`config.mk`:
```
export PLATFORM = sky130hd
export DESIGN_NAME = uart_tx_arbiter
export DESIGN_NICKNAME = d
export VERILOG_FILES = /design/src/rtl/uart_arb_pkg.sv /design/src/rtl/uart_tx_arbiter_rr_pick.sv /design/src/rtl/uart_tx_arbiter.sv
export SDC_FILE = /design/constraint.sdc
export NUM_CORES = 1
export LEC_CHECK = 0
export BUFFER_PORTS_ARGS = -buffer_cell sky130_fd_sc_hd__buf_2
export CORE_MARGIN = 5
export CORE_UTILIZATION = 42
export DETAILED_ROUTE_END_ITERATION = 6
export PLACE_DENSITY_LB_ADDON = 0.15
export SYNTH_ARGS = -nofsm -noshare
export SYNTH_HDL_FRONTEND = slang
export SYNTH_SLANG_ARGS = --single-unit
```
`constraint.sdc`:
```
create_clock -name clk -period 2.1 [get_ports clk]
set_clock_uncertainty 0.05 [all_clocks]
set_input_delay 0.42 -clock clk [delete_from_list [all_inputs] [get_ports clk]]
set_output_delay 0.42 -clock clk [all_outputs]
set_load 0.03 [all_outputs]
```
`src/rtl/uart_arb_pkg.sv`:
```
// ----------------------------------------------------------------------------
// uart_arb_pkg
// Shared constants and types for the UART transmit-path arbiter.
//   MAX_REQ    : largest supported requester count
//   TAG_NIBBLE : upper nibble of the optional channel tag byte
//   state_t    : FSM state word, states held as plain localparam constants
// ----------------------------------------------------------------------------
package uart_arb_pkg;

    localparam int         MAX_REQ    = 16;
    localparam logic [3:0] TAG_NIBBLE = 4'hA;

    typedef logic [1:0] state_t;

    localparam state_t ST_IDLE = 2'd0;
    localparam state_t ST_TAG  = 2'd1;
    localparam state_t ST_XFER = 2'd2;

endpackage

```
`src/rtl/uart_tx_arbiter_rr_pick.sv`:
```
// ----------------------------------------------------------------------------
// rr_pick
// Combinational round-robin picker. Searches req starting one position after
// the last-served pointer, wrapping modulo N_REQ; the pointer position itself
// is searched last.
// Ports:
//   req   [N_REQ-1:0] : request vector
//   ptr   [IDX_W-1:0] : index of the last-served requester
//   pick  [N_REQ-1:0] : one-hot winner (zero when nothing requests)
//   idx   [IDX_W-1:0] : binary index of the winner
//   found             : at least one request present
// ----------------------------------------------------------------------------
module rr_pick #(
    parameter int N_REQ = 4,
    parameter int IDX_W = $clog2(N_REQ)
) (
    input  logic [N_REQ-1:0] req,
    input  logic [IDX_W-1:0] ptr,
    output logic [N_REQ-1:0] pick,
    output logic [IDX_W-1:0] idx,
    output logic             found
);

    // NOTE: every output gets a default before the search so no path through
    // the loops leaves a value unassigned, which would otherwise infer a latch.
    always_comb begin
        pick  = '0;
        idx   = '0;
        found = 1'b0;
        for (int k = 1; k <= N_REQ; k++) begin
            for (int i = 0; i < N_REQ; i++) begin
                if (!found && req[i] && (i == (int'(ptr) + k) % N_REQ)) begin
                    found   = 1'b1;
                    pick[i] = 1'b1;
                    idx     = IDX_W'(i);
                end
            end
        end
    end

endmodule

```
`src/rtl/uart_tx_arbiter.sv`:
```
// ----------------------------------------------------------------------------
// uart_tx_arbiter
// Shares the UART transmit FIFO write port among N_REQ byte-stream requesters.
// Arbitration is round-robin at packet granularity: the owner keeps the path
// until it transfers a byte flagged last, so packets never interleave.
//
// Optional feature (macro UART_ARB_CHAN_TAG_EN): each packet is prefixed by a
// channel tag byte {4'hA, owner index}.
//
// Ports:
//   clk, rst_n               : clock, asynchronous active-low reset
//   req_valid/req_last [N]   : per-requester byte valid / last-of-packet
//   req_data [8N]            : requester i on bits [8i+7:8i]
//   req_ready [N]            : per-requester accept (valid & ready = transfer)
//   fifo_full                : transmit FIFO full, blocks all writes
//   wr_en, data_out [8]      : transmit FIFO write strobe and byte
//   grant [N]                : one-hot current owner, zero when idle
//   busy                     : a packet is currently owned
// ----------------------------------------------------------------------------
module uart_tx_arbiter
    import uart_arb_pkg::*;
#(
    parameter int N_REQ = 4
) (
    input  logic               clk,
    input  logic               rst_n,
    input  logic [N_REQ-1:0]   req_valid,
    input  logic [8*N_REQ-1:0] req_data,
    input  logic [N_REQ-1:0]   req_last,
    output logic [N_REQ-1:0]   req_ready,
    input  logic               fifo_full,
    output logic               wr_en,
    output logic [7:0]         data_out,
    output logic [N_REQ-1:0]   grant,
    output logic               busy
);

    localparam int IDX_W = $clog2(N_REQ);

    state_t           state;
    logic [IDX_W-1:0] grant_idx;
    logic [IDX_W-1:0] last_ptr;

    logic [N_REQ-1:0] pick;
    logic [IDX_W-1:0] pick_idx;
    logic             pick_found;

    logic [7:0]       owner_byte;
    logic             owner_valid;
    logic             owner_last;

    rr_pick #(
        .N_REQ (N_REQ),
        .IDX_W (IDX_W)
    ) u_pick (
        .req   (req_valid),
        .ptr   (last_ptr),
        .pick  (pick),
        .idx   (pick_idx),
        .found (pick_found)
    );

    // Owner's signals selected by OR-ing under the one-hot grant.
    always_comb begin
        owner_byte  = 8'h00;
        owner_valid = 1'b0;
        owner_last  = 1'b0;
        for (int i = 0; i < N_REQ; i++) begin
            if (grant[i]) begin
                owner_byte  = owner_byte | req_data[8*i +: 8];
                owner_valid = owner_valid | req_valid[i];
                owner_last  = owner_last | req_last[i];
            end
        end
    end

`ifdef UART_ARB_CHAN_TAG_EN
    logic [3:0] tag_idx;
    assign tag_idx = 4'(grant_idx);
`endif

    // Write path is combinational so a full FIFO blocks the write in the
    // same cycle it is flagged.
    always_comb begin
        wr_en     = 1'b0;
        data_out  = 8'h00;
        req_ready = '0;
        case (state)
            ST_XFER: begin
                req_ready = grant & {N_REQ{!fifo_full}};
                wr_en     = owner_valid & !fifo_full;
                data_out  = owner_byte;
            end
`ifdef UART_ARB_CHAN_TAG_EN
            ST_TAG: begin
                wr_en    = !fifo_full;
                data_out = {TAG_NIBBLE, tag_idx};
            end
`endif
            default: ;
        endcase
    end

    assign busy = (state != ST_IDLE);

    // NOTE: state registers use non-blocking assignments so every flop
    // samples pre-edge values regardless of statement order.
    // NOTE: every register here is control state and is reset; there is no
    // storage array that could be left unreset.
    always_ff @(posedge clk or negedge rst_n) begin
        if (!rst_n) begin
            state     <= ST_IDLE;
            grant     <= '0;
            grant_idx <= '0;
            last_ptr  <= IDX_W'(N_REQ - 1);
        end else begin
            case (state)
                ST_IDLE: begin
                    if (pick_found) begin
                        grant     <= pick;
                        grant_idx <= pick_idx;
`ifdef UART_ARB_CHAN_TAG_EN
                        state     <= ST_TAG;
`else
                        state     <= ST_XFER;
`endif
                    end
                end
`ifdef UART_ARB_CHAN_TAG_EN
                ST_TAG: begin
                    if (!fifo_full) state <= ST_XFER;
                end
`endif
                ST_XFER: begin
                    // Pointer moves only on packet completion.
                    if (wr_en && owner_last) begin
                        last_ptr <= grant_idx;
                        grant    <= '0;
                        state    <= ST_IDLE;
                    end
                end
                default: state <= ST_IDLE;
            endcase
        end
    end

endmodule

```
# == Yosys cells after proc, flatten, opt, wreduce, memory -nomap -nowiden ==
# Cells that the tools add are included.
# word_totals
in_bits,43
ff_bits,10
wordCells,168
# classes
eq_ne,15
n_addsub,4
muxes,67
reduce_logical,63
n_bitwise,15
# op_table
operator,n
32-bit zero test,4
1-bit two-way mux,41
8-bit two-way mux,5
1-bit logical AND,32
2-bit two-way mux,16
"3-bit == test, first input constant",8
8-bit OR,3
1-bit zero test,16
"2-bit by 3-bit == test with 1-bit output, first input constant",4
4-bit two-way mux,3
4-bit case mux with 2 select lines,1
2-bit OR reduction,4
1-bit OR,6
2-bit AND reduction,3
"2-bit by 1-bit adder with 2-bit output, second input constant",2
"2-bit adder, second input constant",2
"1-bit AND, first input constant",4
4-bit AND,1
"2-bit inequality test, second input constant",2
2-bit case mux with 2 select lines,1
2-bit nonzero test,2
3-bit AND reduction,1
"2-bit == test, second input constant",1
2-bit zero test,1
1-bit AND,1

# == Longest topological paths before layout ==
# logic_depth
ltp_word,68
ltp_mapped,5
mapped_depth_nobuf,4

# == Cells and area by module ==
# A second synthesis with hierarchy kept.
# unflattened
hier_cells,97
area_unflattened_um2,799.5
# modules_own_cells
mod,instances,seq_area_each_um2,cells_per_inst,area_per_inst_um2
uart_tx_arbiter,1,227.7,73,648.1
rr_pick,1,0.0,24,151.4

# == Worst setup path before layout ==
# No wires, ideal clock.
# synth_path
kind,reg2out
from,reg grant[1]
to,out data_out[6]
n_path_buf,1
stages_incl_launch_ff,4
arrival_time_ps,1698
slack_ps,-68
cell_sequence,dfrtp_1 > clkbuf_1 > a22oi_1 > a21boi_0
# synth_via
elab_chain_cells,6
# synth_lines
element,line,source
start: declaration,uart_tx_arbiter.sv:34,"output logic [N_REQ-1:0] grant,"
start signal: assignment,uart_tx_arbiter.sv:120,grant <= pick;
8-bit two-way mux *,uart_tx_arbiter.sv:69,if (grant[i]) begin
8-bit OR,uart_tx_arbiter.sv:70,owner_byte = owner_byte | req_data[8*i +: 8];
8-bit two-way mux *,uart_tx_arbiter.sv:69,
8-bit OR,uart_tx_arbiter.sv:70,
8-bit two-way mux *,uart_tx_arbiter.sv:69,
8-bit two-way mux *,uart_tx_arbiter.sv:88,case (state)
end: declaration,uart_tx_arbiter.sv:33,"output logic [7:0] data_out,"
# Every way passes the cells marked *; elsewhere a longest branch is shown, timed or not.

# == Final worst setup path ==
# layout_path
from,reg grant[0]
to,out wr_en
# layout_via
elab_chain_cells,9
# layout_lines
element,line,source
1-bit two-way mux *,uart_tx_arbiter.sv:69,
1-bit OR,uart_tx_arbiter.sv:71,owner_valid = owner_valid | req_valid[i];
1-bit two-way mux *,uart_tx_arbiter.sv:69,
1-bit OR,uart_tx_arbiter.sv:71,
1-bit two-way mux *,uart_tx_arbiter.sv:69,
1-bit OR,uart_tx_arbiter.sv:71,
1-bit two-way mux *,uart_tx_arbiter.sv:69,
1-bit AND *,uart_tx_arbiter.sv:91,wr_en = owner_valid & !fifo_full;
1-bit two-way mux *,uart_tx_arbiter.sv:88,
end: declaration,uart_tx_arbiter.sv:32,"output logic wr_en,"
# Marks and branches as above.

==> flow_summary.json <==
{
  "run_status": "complete, no violations",
  "switching_power_mw": 0.875,
  "power.share.combinational_pct": 64.0,
  "synth-edff-count": 0,
  "flow.area_growth_from_synthesis_pct": 43.8,
  "cap_viol_max_count": 0,
  "worst_ir_drop_vdd_uv": 847,
  "wl_met3_microns": 190,
  "place_hpwl_microns": 2110,
  "placementRows": 15,
  "gp_congestion": 0.897,
  "tritoncts_num_sinks": 9,
  "diodes": 0,
  "first_drt_pass_iteration_count": 4,
  "finalCriticalPeriod_ns": 1.93,
  "fin_hold_ws_ns": 0.473,
  "cts.root.buffer_cell": "sky130_fd_sc_hd__clkbuf_4",
  "synth_common_cells": "18 x sky130_fd_sc_hd__a22oi_1, 8 x sky130_fd_sc_hd__a21boi_0, 7 x sky130_fd_sc_hd__dfrtp_1, 7 x sky130_fd_sc_hd__nand2_1, 7 x sky130_fd_sc_hd__nor2_1",
  "routed-via-count": 967,
  "synth.most_common_cell": "sky130_fd_sc_hd__a22oi_1",
  "initial_core_util_pct": 45.0,
  "path_cells": "a22oi_2 -> a21boi_4 -> buf_2",
  "clk_transition_reported_paths_ns": 0.07,
  "power.share.switching_pct": 54.2,
  "grt_start_max_net_pins": 16,
  "timing.critical_path.slowest_cell_delay_ns": 0.61,
  "overflow": 0,
  "cpMaxStageDelayCell": "sky130_fd_sc_hd__dfrtp_1",
  "worst_skew_pair.late_latency_ns": 0.26,
  "worst_r2r_startpoint": "grant[0]$_DFFE_PN0P_",
  "power_density_nw_per_um2": 1410,
  "reg2reg_to": "last_ptr[0]$_DFFE_PN1P_",
  "holdBufCountCts": 1,
  "clock_tree.htree_level_count": 1,
  "fmaxAchievable_ghz": 0.519,
  "postSynthAreaPerCell_sq_um": 8.45,
  "synth_seq_cells": 9,
  "finalMaxSlewViolations": 0,
  "internal-power_mw": 0.740,
  "routed_wirelength_microns": 2680,
  "postSynthNetCount": 137,
  "antenna_violating_nets_post_route": 0,
  "async_flop_share_pct": 100,
  "layout_net_count": 197,
  "cts-buffers-inserted": 3,
  "rsz_0062_raised_after_global_routing": "no",
  "reg2reg_slack_ns": 0.50,
  "worstMarginPinSlew_ns": 0.465,
  "worst_setup_path_start_kind": "register",
  "route.top_layer_used": "met3",
  "post-synth-top-area-cell": "sky130_fd_sc_hd__dfrtp_1",
  "worst-path-max-fanout": 13,
  "worstHoldPathCells": 1,
  "die_h_microns": 53.5,
  "min-delay-start": "grant_idx[0]$_DFFE_PN0P_",
  "cts_max_path_buffers": 2,
  "proportion_of_power_drawn_by_flip_flops_and_latches_pct": 28.0,
  "seq_area_frac_synth_pct": 28.7,
  "post_drt_wl_per_cell_microns": 15.1,
  "route.detailed.vias_per_inst": 5.43,
  "floorplan.die_area_sq_um": 2860,
  "yosys-top-cells-area": "sky130_fd_sc_hd__dfrtp_1 22%, sky130_fd_sc_hd__a22oi_1 17%, sky130_fd_sc_hd__a21boi_0 7.6%, sky130_fd_sc_hd__dfstp_2 6.6%, sky130_fd_sc_hd__a21oi_1 3.8%",
  "grt_first_pass_wirelength_microns": 4070,
  "worst_ep_arrival_time_ns": 1.46,
  "synth.yosys.warnings": 0,
  "post_cts.resized_instances": 0,
  "detail_route.iter0.violations": 10,
  "floorplan.core_area_sq_um": 1760,
  "grt_pass1_vias": 962,
  "hold_violations": 0,
  "routed-wl-met2_microns": 1370,
  "worstSetupEndpointType": "output port",
  "pleak_nw": 0.570,
  "synth_top_cell_area_share_pct": 22.0,
  "clock_tree_from_tritoncts": "done",
  "timing.setup.tns_ns": 0,
  "critPathTopFamily": "flip-flops",
  "synthFlopType": "sky130_fd_sc_hd__dfrtp_1",
  "grt_usage_pct": 18.8,
  "post_synth_instance_area_sq_um": 795,
  "critical_path.n_buffers_inverters": 1,
  "met1Wirelength_microns": 1120,
  "post_route_cells_drive_above_1_share_pct": 51.0,
  "critical_path_rt_ns": 1.63,
  "post-route-period-util_pct": 91.7,
  "pwr-share-clk_pct": 8.0,
  "drc": 0,
  "max_slew_margin_pct": 68.2,
  "horizontal_die_dimension_microns": 53.5,
  "setup_viol": 0,
  "ios": 61,
  "hold-path-endpoint": "last_ptr[0]$_DFFE_PN1P_",
  "synthCells": 94,
  "min_path_type": "reg -> reg",
  "postCtsSetupRepairBufs": 0,
  "synth_cell_types": 35,
  "antenna_found_initial": 0,
  "r2r.worst_path.cells": 4,
  "worstSetupPathType": "reg -> out",
  "port_buffers": 60
}
[per-stage QoR]
stage,cell area (sq um),util [%],cells,power [mW],setup slack (ns)
2_1_floorplan,795,-,94,1.19,0.153
3_3_place_gp,1100,62.6,173,1.46,0.466
3_5_place_dp,1100,62.6,173,1.49,0.431
4_1_cts,1140,64.8,178,1.63,0.160
5_1_grt,1140,64.8,178,1.72,0.0737
6_report,1140,64.8,178,1.62,0.175
[final cells by class]
class	count	area [sq um]
sequential	9	228
multi-input combinational	77	534
clock buffer	3	22.5
timing repair buffer	62	318
tap	25	31.3
inverter	1	3.75
clock inverter	1	5.00
fill	185	622
[registers in the layout, summed over array words and instances, names as in the netlist]
name / flops
grant: 4
grant_idx: 2
last_ptr: 2
state: 1
[worst reg2reg max path, stage by stage (launching register included)]
cell and delay [ns]:
sky130_fd_sc_hd__dfrtp_1 0.61, sky130_fd_sc_hd__a22oi_2 0.18, sky130_fd_sc_hd__a21boi_4 0.19, sky130_fd_sc_hd__and2_4 0.21
sky130_fd_sc_hd__mux2_4 0.30
[power by group through the flow]
stage | combinational, mW | sequential (mW) | clock, mW
3_5_place_dp | 1.03 | 0.455 | 0
5_1_grt | 1.10 | 0.479 | 0.142
4_1_cts | 1.04 | 0.451 | 0.136
2_1_floorplan | 0.795 | 0.392 | 0
3_3_place_gp | 1.01 | 0.446 | 0
6_report | 1.03 | 0.453 | 0.129
[worst max path at each step]
stage,startpoint,end,slack [ns],cells past startpoint
floorplan,grant[1]$_DFFE_PN0P_,data_out[6],0.15,3
global placement,fifo_full,wr_en,0.47,4
detailed placement,fifo_full,wr_en,0.43,4
CTS,grant[0]$_DFFE_PN0P_,wr_en,0.16,3
global route,grant[3]$_DFFE_PN0P_,wr_en,0.07,3
finish,grant[0]$_DFFE_PN0P_,wr_en,0.17,3
[routing by layer]
metal | GRT usage [%] | vias to the layer above
met4 | 3.83 | 0
met5 | 0 | -
met2 | 34.5 | 36
met3 | 2.25 | 0
met1 | 23.0 | 452
li1 | - | 479
[logic make-up after synthesis]
family          Yosys count  synth area share, %
mux                       2                 3.15
flops                     9                 28.7
compound gates           49                 46.6
buf+inv                   8                 4.09
simple gates             26                 17.5
[cell usage in the layout, fill, tap and decap left out, drive strengths merged]
| cell | netlist | layout |
|---|---|---|
| o211ai | 1 | 1 |
| a21oi | 6 | 6 |
| nand2b | 1 | 1 |
| inv | 1 | 1 |
| buf | 1 | 61 |
| mux2i | 1 | 1 |
| clkinv | 0 | 1 |
| o21ba | 1 | 1 |
| dlygate4sd3 | 0 | 1 |
| o221ai | 1 | 1 |
| a21boi | 9 | 9 |
| mux2 | 1 | 1 |
| dfstp | 2 | 2 |
| a21o | 2 | 2 |
| a2111oi | 1 | 1 |
| or2 | 1 | 1 |
| clkbuf | 6 | 3 |
| and2 | 5 | 5 |
| nor2 | 7 | 7 |
| and2b | 3 | 3 |
| nand2 | 7 | 7 |
| nor3b | 1 | 1 |
| nand3 | 1 | 1 |
| o22ai | 3 | 3 |
| o21ai | 3 | 3 |
| a32o | 1 | 1 |
| a31oi | 1 | 1 |
| a22oi | 20 | 20 |
| dfrtp | 7 | 7 |
Note: power is estimated with default switching activity, not from simulation.
